==> src/rtl/note_sequencer_pkg.sv <==
// Shared definitions for the note sequencer.
//   state_t          : sequencer FSM state encoding (IDLE, LOAD, PLAY, GAP)
//   HP_W             : width of a half-period command field (clk cycles)
//   DUR_W            : width of a duration command field (ticks)
//   TICK_DIV_DEFAULT : clk cycles per duration tick (1 ms at 50 MHz)
package note_sequencer_pkg;

    localparam int HP_W             = 20;
    localparam int DUR_W            = 16;
    localparam int TICK_DIV_DEFAULT = 50000;

    typedef enum logic [1:0] {
        IDLE = 2'd0,
        LOAD = 2'd1,
        PLAY = 2'd2,
        GAP  = 2'd3
    } state_t;

endpackage

==> src/rtl/note_sequencer_tone_gen.sv <==
// Square-wave divider for the speaker tone.
//   clk, rst    : system clock, asynchronous active-high reset
//   clear       : synchronous restart (counter 0, wave 0)
//   enable      : advance the divider this cycle
//   half_period : clk cycles per half-cycle of the wave; 0 holds wave at 0
//   wave        : square-wave output, toggles when the counter wraps
module tone_gen
    import note_sequencer_pkg::*;
(
    input  logic            clk,
    input  logic            rst,
    input  logic            clear,
    input  logic            enable,
    input  logic [HP_W-1:0] half_period,
    output logic            wave
);

    logic [HP_W-1:0] cnt;

    always_ff @(posedge clk or posedge rst) begin
        if (rst) begin
            cnt  <= '0;
            wave <= 1'b0;
        end else if (clear) begin
            cnt  <= '0;
            wave <= 1'b0;
        end else if (enable && (half_period != '0)) begin
            if (cnt == half_period - HP_W'(1)) begin
                cnt  <= '0;
                wave <= ~wave;
            end else begin
                cnt <= cnt + 1'b1;
            end
        end
    end

endmodule

==> src/rtl/note_sequencer.sv <==
// Queued note player: commands (half period, duration) are pushed into a
// small FIFO and played one after another as a square wave on speaker.
//   clk, rst        : system clock, asynchronous active-high reset
//   cmd_valid/ready : command handshake; ready is FIFO not-full
//   cmd_half_period : clk cycles per speaker half-cycle, 0 = rest
//   cmd_dur         : note length in ticks of TICK_DIV clk cycles
//   speaker/speaker2: tone output and its copy
//   busy            : playing, in the inter-note gap, or commands queued
//   note_done       : one-cycle pulse at the end of each note
//   LED             : toggles after every note_done
// Build option: define NOTE_GAP_EN to insert GAP_TICKS ticks of silence
// after every note.
module note_sequencer
    import note_sequencer_pkg::*;
#(
    parameter int TICK_DIV   = TICK_DIV_DEFAULT,
    parameter int FIFO_DEPTH = 4,
    parameter int GAP_TICKS  = 10
) (
    input  logic             clk,
    input  logic             rst,
    input  logic             cmd_valid,
    output logic             cmd_ready,
    input  logic [HP_W-1:0]  cmd_half_period,
    input  logic [DUR_W-1:0] cmd_dur,
    output logic             speaker,
    output logic             speaker2,
    output logic             busy,
    output logic             note_done,
    output logic             LED
);

    localparam int AW = $clog2(FIFO_DEPTH);
    localparam int CW = AW + 1;
    localparam int TW = (TICK_DIV > 1) ? $clog2(TICK_DIV) : 1;

    state_t                state, next_state;
    logic [HP_W+DUR_W-1:0] mem [FIFO_DEPTH];
    logic [AW-1:0]         wr_ptr, rd_ptr;
    logic [CW-1:0]         count;
    logic                  push, pop;
    logic [HP_W-1:0]       head_hp, hp_q;
    logic [DUR_W-1:0]      head_dur, dur_q, dur_cnt;
    logic [TW-1:0]         tick_cnt;
    logic                  tick_last, play_end, wave;

    // Command FIFO; pointers wrap naturally since the depth is a power of two.
    assign cmd_ready           = (count != CW'(FIFO_DEPTH));
    assign push                = cmd_valid && cmd_ready;
    assign {head_hp, head_dur} = mem[rd_ptr];

    always_ff @(posedge clk) begin
        if (push)
            mem[wr_ptr] <= {cmd_half_period, cmd_dur};
    end

    always_ff @(posedge clk or posedge rst) begin
        if (rst) begin
            wr_ptr <= '0;
            rd_ptr <= '0;
            count  <= '0;
        end else begin
            if (push)
                wr_ptr <= wr_ptr + 1'b1;
            if (pop)
                rd_ptr <= rd_ptr + 1'b1;
            case ({push, pop})
                2'b10:   count <= count + 1'b1;
                2'b01:   count <= count - 1'b1;
                default: ;
            endcase
        end
    end

    // Note parameters are captured while the head is popped in LOAD.
    always_ff @(posedge clk) begin
        if (state == LOAD) begin
            hp_q  <= head_hp;
            dur_q <= head_dur;
        end
    end

    // Tick prescaler and tick counter run only in PLAY; any other state
    // (including LOAD) holds them at zero so each note starts clean.
    assign tick_last = (tick_cnt == TW'(TICK_DIV - 1));
    assign play_end  = (state == PLAY) && tick_last && (dur_cnt == dur_q - DUR_W'(1));

    always_ff @(posedge clk or posedge rst) begin
        if (rst) begin
            tick_cnt <= '0;
            dur_cnt  <= '0;
        end else if (state == PLAY) begin
            if (tick_last) begin
                tick_cnt <= '0;
                dur_cnt  <= dur_cnt + 1'b1;
            end else begin
                tick_cnt <= tick_cnt + 1'b1;
            end
        end else begin
            tick_cnt <= '0;
            dur_cnt  <= '0;
        end
    end

`ifdef NOTE_GAP_EN
    localparam int GAP_CYC = GAP_TICKS * TICK_DIV;

    logic [31:0] gap_cnt;
    logic        gap_end;

    assign gap_end = (gap_cnt == 32'(GAP_CYC - 1));

    always_ff @(posedge clk or posedge rst) begin
        if (rst)
            gap_cnt <= '0;
        else if (state == GAP)
            gap_cnt <= gap_cnt + 1'b1;
        else
            gap_cnt <= '0;
    end
`else
    // GAP_TICKS has no effect in this build.
    logic unused_gap_cfg;
    assign unused_gap_cfg = ^GAP_TICKS;
`endif

    always_ff @(posedge clk or posedge rst) begin
        if (rst)
            state <= IDLE;
        else
            state <= next_state;
    end

    // In LOAD the head is still counted in count, so "more queued" is count > 1.
    always_comb begin
        next_state = state;
        note_done  = 1'b0;
        pop        = 1'b0;
        case (state)
            IDLE: begin
                if (count != '0)
                    next_state = LOAD;
            end
            LOAD: begin
                pop = 1'b1;
                if (head_dur == '0) begin
                    note_done  = 1'b1;
`ifdef NOTE_GAP_EN
                    next_state = GAP;
`else
                    next_state = (count > CW'(1)) ? LOAD : IDLE;
`endif
                end else begin
                    next_state = PLAY;
                end
            end
            PLAY: begin
                if (play_end) begin
                    note_done  = 1'b1;
`ifdef NOTE_GAP_EN
                    next_state = GAP;
`else
                    next_state = (count != '0) ? LOAD : IDLE;
`endif
                end
            end
`ifdef NOTE_GAP_EN
            GAP: begin
                if (gap_end)
                    next_state = (count != '0) ? LOAD : IDLE;
            end
`endif
            default: next_state = IDLE;
        endcase
    end

    tone_gen u_tone (
        .clk         (clk),
        .rst         (rst),
        .clear       (state != PLAY),
        .enable      (state == PLAY),
        .half_period (hp_q),
        .wave        (wave)
    );

    // The divider may have toggled on the final PLAY edge; gating keeps the
    // speaker silent in every state other than PLAY.
    assign speaker  = wave && (state == PLAY);
    assign speaker2 = speaker;
    assign busy     = (state != IDLE) || (count != '0);

    always_ff @(posedge clk or posedge rst) begin
        if (rst)
            LED <= 1'b0;
        else if (note_done)
            LED <= ~LED;
    end

endmodule

==> config.mk <==
export PLATFORM = sky130hd
export DESIGN_NAME = note_sequencer
export DESIGN_NICKNAME = d
export VERILOG_FILES = /design/src/rtl/note_sequencer_pkg.sv /design/src/rtl/note_sequencer_tone_gen.sv /design/src/rtl/note_sequencer.sv
export SDC_FILE = /design/constraint.sdc
export NUM_CORES = 1
export LEC_CHECK = 0
export CELL_PAD_IN_SITES_DETAIL_PLACEMENT = 1
export CELL_PAD_IN_SITES_GLOBAL_PLACEMENT = 2
export CORE_ASPECT_RATIO = 0.9
export CORE_MARGIN = 4
export CORE_UTILIZATION = 45
export DETAILED_ROUTE_END_ITERATION = 16
export PLACE_DENSITY_LB_ADDON = 0.1
export SYNTH_ARGS = -nofsm -noshare
export SYNTH_HDL_FRONTEND = slang
export SYNTH_HIERARCHICAL = 1
export SYNTH_SLANG_ARGS = --single-unit
==> constraint.sdc <==
create_clock -name clk -period 7.8 [get_ports clk]
set_clock_uncertainty 0.15 [all_clocks]
set_input_delay 2.34 -clock clk [delete_from_list [all_inputs] [get_ports clk]]
set_output_delay 2.34 -clock clk [all_outputs]
set_load 0.03 [all_outputs]
# == Word-level counts from Yosys, hierarchy flattened ==
# Memories as Yosys holds them, arrays and structs flattened.
# Cells that the tools add are included.
# totals
input_bits,39
mem_count,1
output_inout_bits,6
rom_bits,0
word_cells,75
latch_bits,0
mem_bits_rw,144
ff_bits,99
# op_classes
n_lt_le_gt_ge,1
muxes,23
n_addsub,9
bitwise_logic,2
multipliers,0
div,0
n_shift,0
reduce_logical,16
n_eq_ne,12
# memory_table
memory,depth,width,rd,rd_clocked_by_memory_dff,write_ports,line_no,source
mem,4,36,1,0,1,note_sequencer.sv:38,logic [HP_W+DUR_W-1:0] mem [FIFO_DEPTH];
# op_table
op,count
2-to-1 mux 16 bit,4
2-to-1 mux 20 bit,3
adder 16 x 1 -> 16 bit (second input constant),2
adder 20 x 1 -> 20 bit (second input constant),1
== test 20 bit,1
nonzero test 20 bit,1
subtractor 20 x 1 -> 20 bit (second input constant),1
== test 16 bit,1
== test 16 bit (second input constant),1
zero test 16 bit,1
subtractor 16 x 1 -> 16 bit (second input constant),1
2-to-1 mux 1 bit,10
!= test 2 bit (second input constant),4
nonzero test 2 bit,4
2-to-1 mux 2 bit,3
one-hot mux 2 bit (3 select lines),1
one-hot mux 3 bit (2 select lines),1
logical AND 1 bit,5
adder 2 x 1 -> 2 bit (second input constant),2
== test 2 x 1 -> 1 bit (second input constant),2
== test 2 bit (second input constant),2
AND reduction 2 bit,2
adder 3 x 1 -> 3 bit (second input constant),1
greater-than comparator 3 x 1 -> 1 bit (second input constant),1
7 further kinds,8

# == Longest topological paths before layout ==
# logic_depth
word_depth,5
depth_mapped,10
depth_no_buf,9

# == By module ==
# The synthesis kept the hierarchy.
# modules_own_cells
mod,seq_area_each_um2,area_per_inst_um2,n_inst,cells_per_inst
note_sequencer,6456.2,9098.7,1,537
tone_gen,525.5,1795.5,1,213

# == Worst setup path after synthesis ==
# No wires, ideal clock.
# synth_timing
kind,register -> output
start,reg dur_q[0]
end,out note_done
required_time_ns,5.310
path_buffers,1
t_arrival_ns,2.570
slack_ns,2.740
stages_incl_launch_ff,8
path_cell_list,edfxtp_1 > or4_1 > buf_2 > o21a_1 > or4_4 > a32oi_2 > nand4_1 > a21boi_1
# synth_between
elab_chain_len,5
# synth_lines
item,line_no,source
from (decl),note_sequencer.sv:43,"logic [DUR_W-1:0] head_dur, dur_q, dur_cnt;"
from (signal assigned),note_sequencer.sv:79,dur_q <= head_dur;
subtractor 16 x 1 -> 16 bit,note_sequencer.sv:86,assign play_end = (state == PLAY) && tick_last && (dur_cnt == dur_q - DUR_W'(1));
== test 16 bit,note_sequencer.sv:86,
logical AND 1 bit,note_sequencer.sv:86,
2-to-1 mux 1 bit,note_sequencer.sv:158,if (play_end) begin
one-hot mux 1 bit (2 select lines),note_sequencer.sv:139,case (state)
to (decl),note_sequencer.sv:29,"output logic note_done,"
# Every way passes these cells.

# == Final worst setup path ==
# layout_timing
start,reg rd_ptr[0]
end,out note_done
# layout_between
elab_chain_len,4
# layout_lines
item,line_no,source
from (decl),note_sequencer.sv:39,"logic [AW-1:0] wr_ptr, rd_ptr;"
from (signal assigned),note_sequencer.sv:66,rd_ptr <= rd_ptr + 1'b1;
memory read (4 x 36 bit),-,
named net head_dur[11],note_sequencer.sv:43,
zero test 16 bit,note_sequencer.sv:146,if (head_dur == '0) begin
2-to-1 mux 1 bit,note_sequencer.sv:146,
one-hot mux 1 bit (2 select lines),note_sequencer.sv:139,
# The timed path passes the listed nets, and every way through them passes these cells.

==> flow_metrics.env <==
export IMPL_tightest_slew_ns=1.031
export IMPL_cts_resized=0
export IMPL_grt_pass1_vias=6943
export IMPL_async_reset_ff_frac=0.2593
export IMPL_numCtsBuffers=26
export IMPL_fmax_mhz=158.9
export IMPL_slew_headroom=0.3128
export IMPL_setup_viol=0
export IMPL_rows=53
export IMPL_critPathMaxStageDelay_ns=0.73
export IMPL_die_area_um2=26770
export IMPL_tns_ns=0
export IMPL_required_ns=5.31
export IMPL_synth_cells=750
export IMPL_core_um2=23610
export IMPL_drc_errors=0
export IMPL_arrival_ns=3.80
export IMPL_clockPowerShare=0.306
export IMPL_grt_pass1_wl_um=37990
export IMPL_syn_area_um2=10890
export IMPL_hpwlAfterDp_um=16380
export IMPL_drt_initial_drc_count=403
export IMPL_final_cells=1132
export IMPL_drtPass1Iterations=4
export IMPL_yosysSeqAreaShare=0.6409
export IMPL_clkSlewWorstSetupHoldPaths_ns=0.06
export IMPL_yosys_warnings=6
export IMPL_drive_gt1_frac=0.1277
export IMPL_clkLatencyLatePin_ns=0.54
export IMPL_cts_setup_buffers=0
export IMPL_final_antenna_net_count=0
export IMPL_placed_area_um2=11680
export IMPL_synth_area_per_cell_um2=14.53
export IMPL_min_period_over_period=0.8070
export IMPL_wl_per_cell_um=20.79
export IMPL_powerDensity_nw_per_um2=349.3
export IMPL_combPwrFrac=0.243
export IMPL_whs_ns=0.3069
export IMPL_path_cells="mux4_2, nor4_1, nand4_1, or2_1, a21boi_1, clkdlybuf4s50_1"
export IMPL_die_w_um=172.0
export IMPL_dp_cells=1084
export IMPL_p_leak_nw=4.407
export IMPL_root_buffer="clkbuf_16"
export IMPL_cts_htree_levels=1
export IMPL_overflow=0
export IMPL_p_sw_mw=1.347
export IMPL_period_minus_slack_ns=6.295
export IMPL_ir_drop_mv=0.2614
export IMPL_area_growth_pct=16.07
export IMPL_worstSetupPathType="reg -> out"
export IMPL_cts_hold_buf=0
export IMPL_start_util=0.4615
export IMPL_synth_mux_area_frac=0.08258
export IMPL_n_antenna_cell=0
export IMPL_rsz0062_at_grt="false"
export IMPL_pin_count=45
export IMPL_cap_violations=0
export IMPL_cts_tree="built"
export IMPL_synth_top_family_by_area="simple AND/OR/NAND/NOR gates"
export IMPL_fin_nets=867
export IMPL_clockBufferDepth=3
export IMPL_synth_edf_count=180
export IMPL_end_kind="output pin"
export IMPL_layout_common_cells="edfxtp_1, nor2_1, dfrtp_1"
export IMPL_cts_sinks=243
export IMPL_synth_compound_area_frac=0.03939
export IMPL_ys_ff_latch=243
export IMPL_finalHoldViolations=0
export IMPL_internal_power_mw=3.070
export IMPL_ys_flop_type="edfxtp_1"
export IMPL_syn_nets=807
export IMPL_hold_path_class="reg -> reg"
export IMPL_status="finished clean"
export IMPL_design_area_um2=12640
export IMPL_via_per_inst=5.618
export IMPL_finalPower_mw=4.416
export IMPL_pre_cts_ws_ns=2.016
export IMPL_yosys_area_share_simple=0.1293
export IMPL_detail_route_wirelength_um=23540
export IMPL_gp_congestion=0.7907
export IMPL_grt_use_total=0.1797
export IMPL_pwr_share_seq=0.451
export IMPL_slew_violations=0
export IMPL_synth_adder_area_share=0.02067
export IMPL_antenna_found_initial=0
export IMPL_num_vias=6360
export IMPL_die_h_um=155.6
export IMPL_ys_types=70
export IMPL_slowest_stage="dfrtp_2"
export IMPL_grt_max_degree=43
export IMPL_layout_setup_ws_ns=1.505
export IMPL_reg2reg_slack_ns=4.24
export IMPL_yosys_area_share_xor_xnor=0.07040
export IMPL_p_sw_frac=0.3050
export IMPL_crit_fanout=17
export IMPL_cp_start_kind="register"
export IMPL_layout_commonest_cell="edfxtp_1"
export IMPL_numPortBuffers=44
export IMPL_fin_util=0.5356
[synth_stat cells, types with 12 or more instances]
library cell | number | area share
edfxtp_1 | 180 | 0.50
nor2_1 | 71 | 0.024
dfrtp_1 | 63 | 0.14
xnor2_1 | 44 | 0.035
xor2_1 | 41 | 0.033
mux4_2 | 36 | 0.074
nand2_1 | 31 | 0.011
and3_1 | 23 | 0.013
nand3_1 | 23 | 0.011
inv_1 | 21 | 0.0072
ha_1 | 18 | 0.021
nand4_1 | 17 | 0.0098
nor3_1 | 17 | 0.0078
clkbuf_1 | 15 | 0.0052
a21oi_1 | 12 | 0.0055
nor4_1 | 12 | 0.0069
[final cells by class]
cell class	instances	area (um^2)
Clock inverter	15	254.0
Clock buffer	33	706.9
Sequential cell	243	6983
Timing Repair Buffer	53	508.0
Multi-Input combinational cell	464	3732
Inverter	22	82.58
Fill cell	2251	10960
Tap cell	302	377.9
[path summary, 6_finish.rpt]
kind                                 end   startpoint  cells after the start
min in group asynchronous    tick_cnt[3]          rst                      3
max reg2reg                u_tone/cnt[4]      hp_q[0]                      9
max in group asynchronous  u_tone/cnt[3]          rst                      2
min                          tick_cnt[0]  tick_cnt[0]                      1
max                            note_done    rd_ptr[0]                      6
min reg2reg                  tick_cnt[0]  tick_cnt[0]                      1
[cell families after synthesis]
group,Yosys count
XOR/XNOR,86
AND/OR/NAND/NOR,257
adder cells (fa/ha/maj),18
buffers and inverters,43
AO/OA/AOI/OAI,59
flip-flops,243
multiplexers,44
[flip-flops by register name, indices dropped and copies added, names as in the netlist]
signal       flops
LED              1
count            3
u_tone/cnt      20
rd_ptr           2
wr_ptr           2
hp_q            20
state            2
u_tone/wave      1
dur_q           16
tick_cnt        16
dur_cnt         16
mem            144
[critical path, delay by kind of cell (launching register included)]
kind                   cells  cell delay, ns
and+or+nand+nor            3            1.10
DFF                        1            0.73
buffers and inverters      1            0.69
muxes                      1            0.59
AOI/OAI and AO/OA          1            0.14
[per-layer routing]
| metal | up-vias | global-route usage | part of all wire |
|---|---|---|---|
| met2 | 109 | 0.2891 | 0.47 |
| met3 | 40 | 0.02534 | 0.038 |
| li1 | 2953 | - | - |
| met1 | 3258 | 0.2641 | 0.47 |
| met5 | - | 0 | 0 |
| met4 | 0 | 0.03930 | 0.022 |
[power by group through the flow]
stage	Combinational [mW]	Sequential, mW	Clock, mW
final	1.07	1.99	1.35
after global routing	1.18	2.03	1.44
after CTS	1.09	2.00	1.39
after detailed placement	1.08	2.02	0
after global placement	1.05	1.99	0
after floorplan	0.846	1.89	0
(Power assumes the default switching activity.)
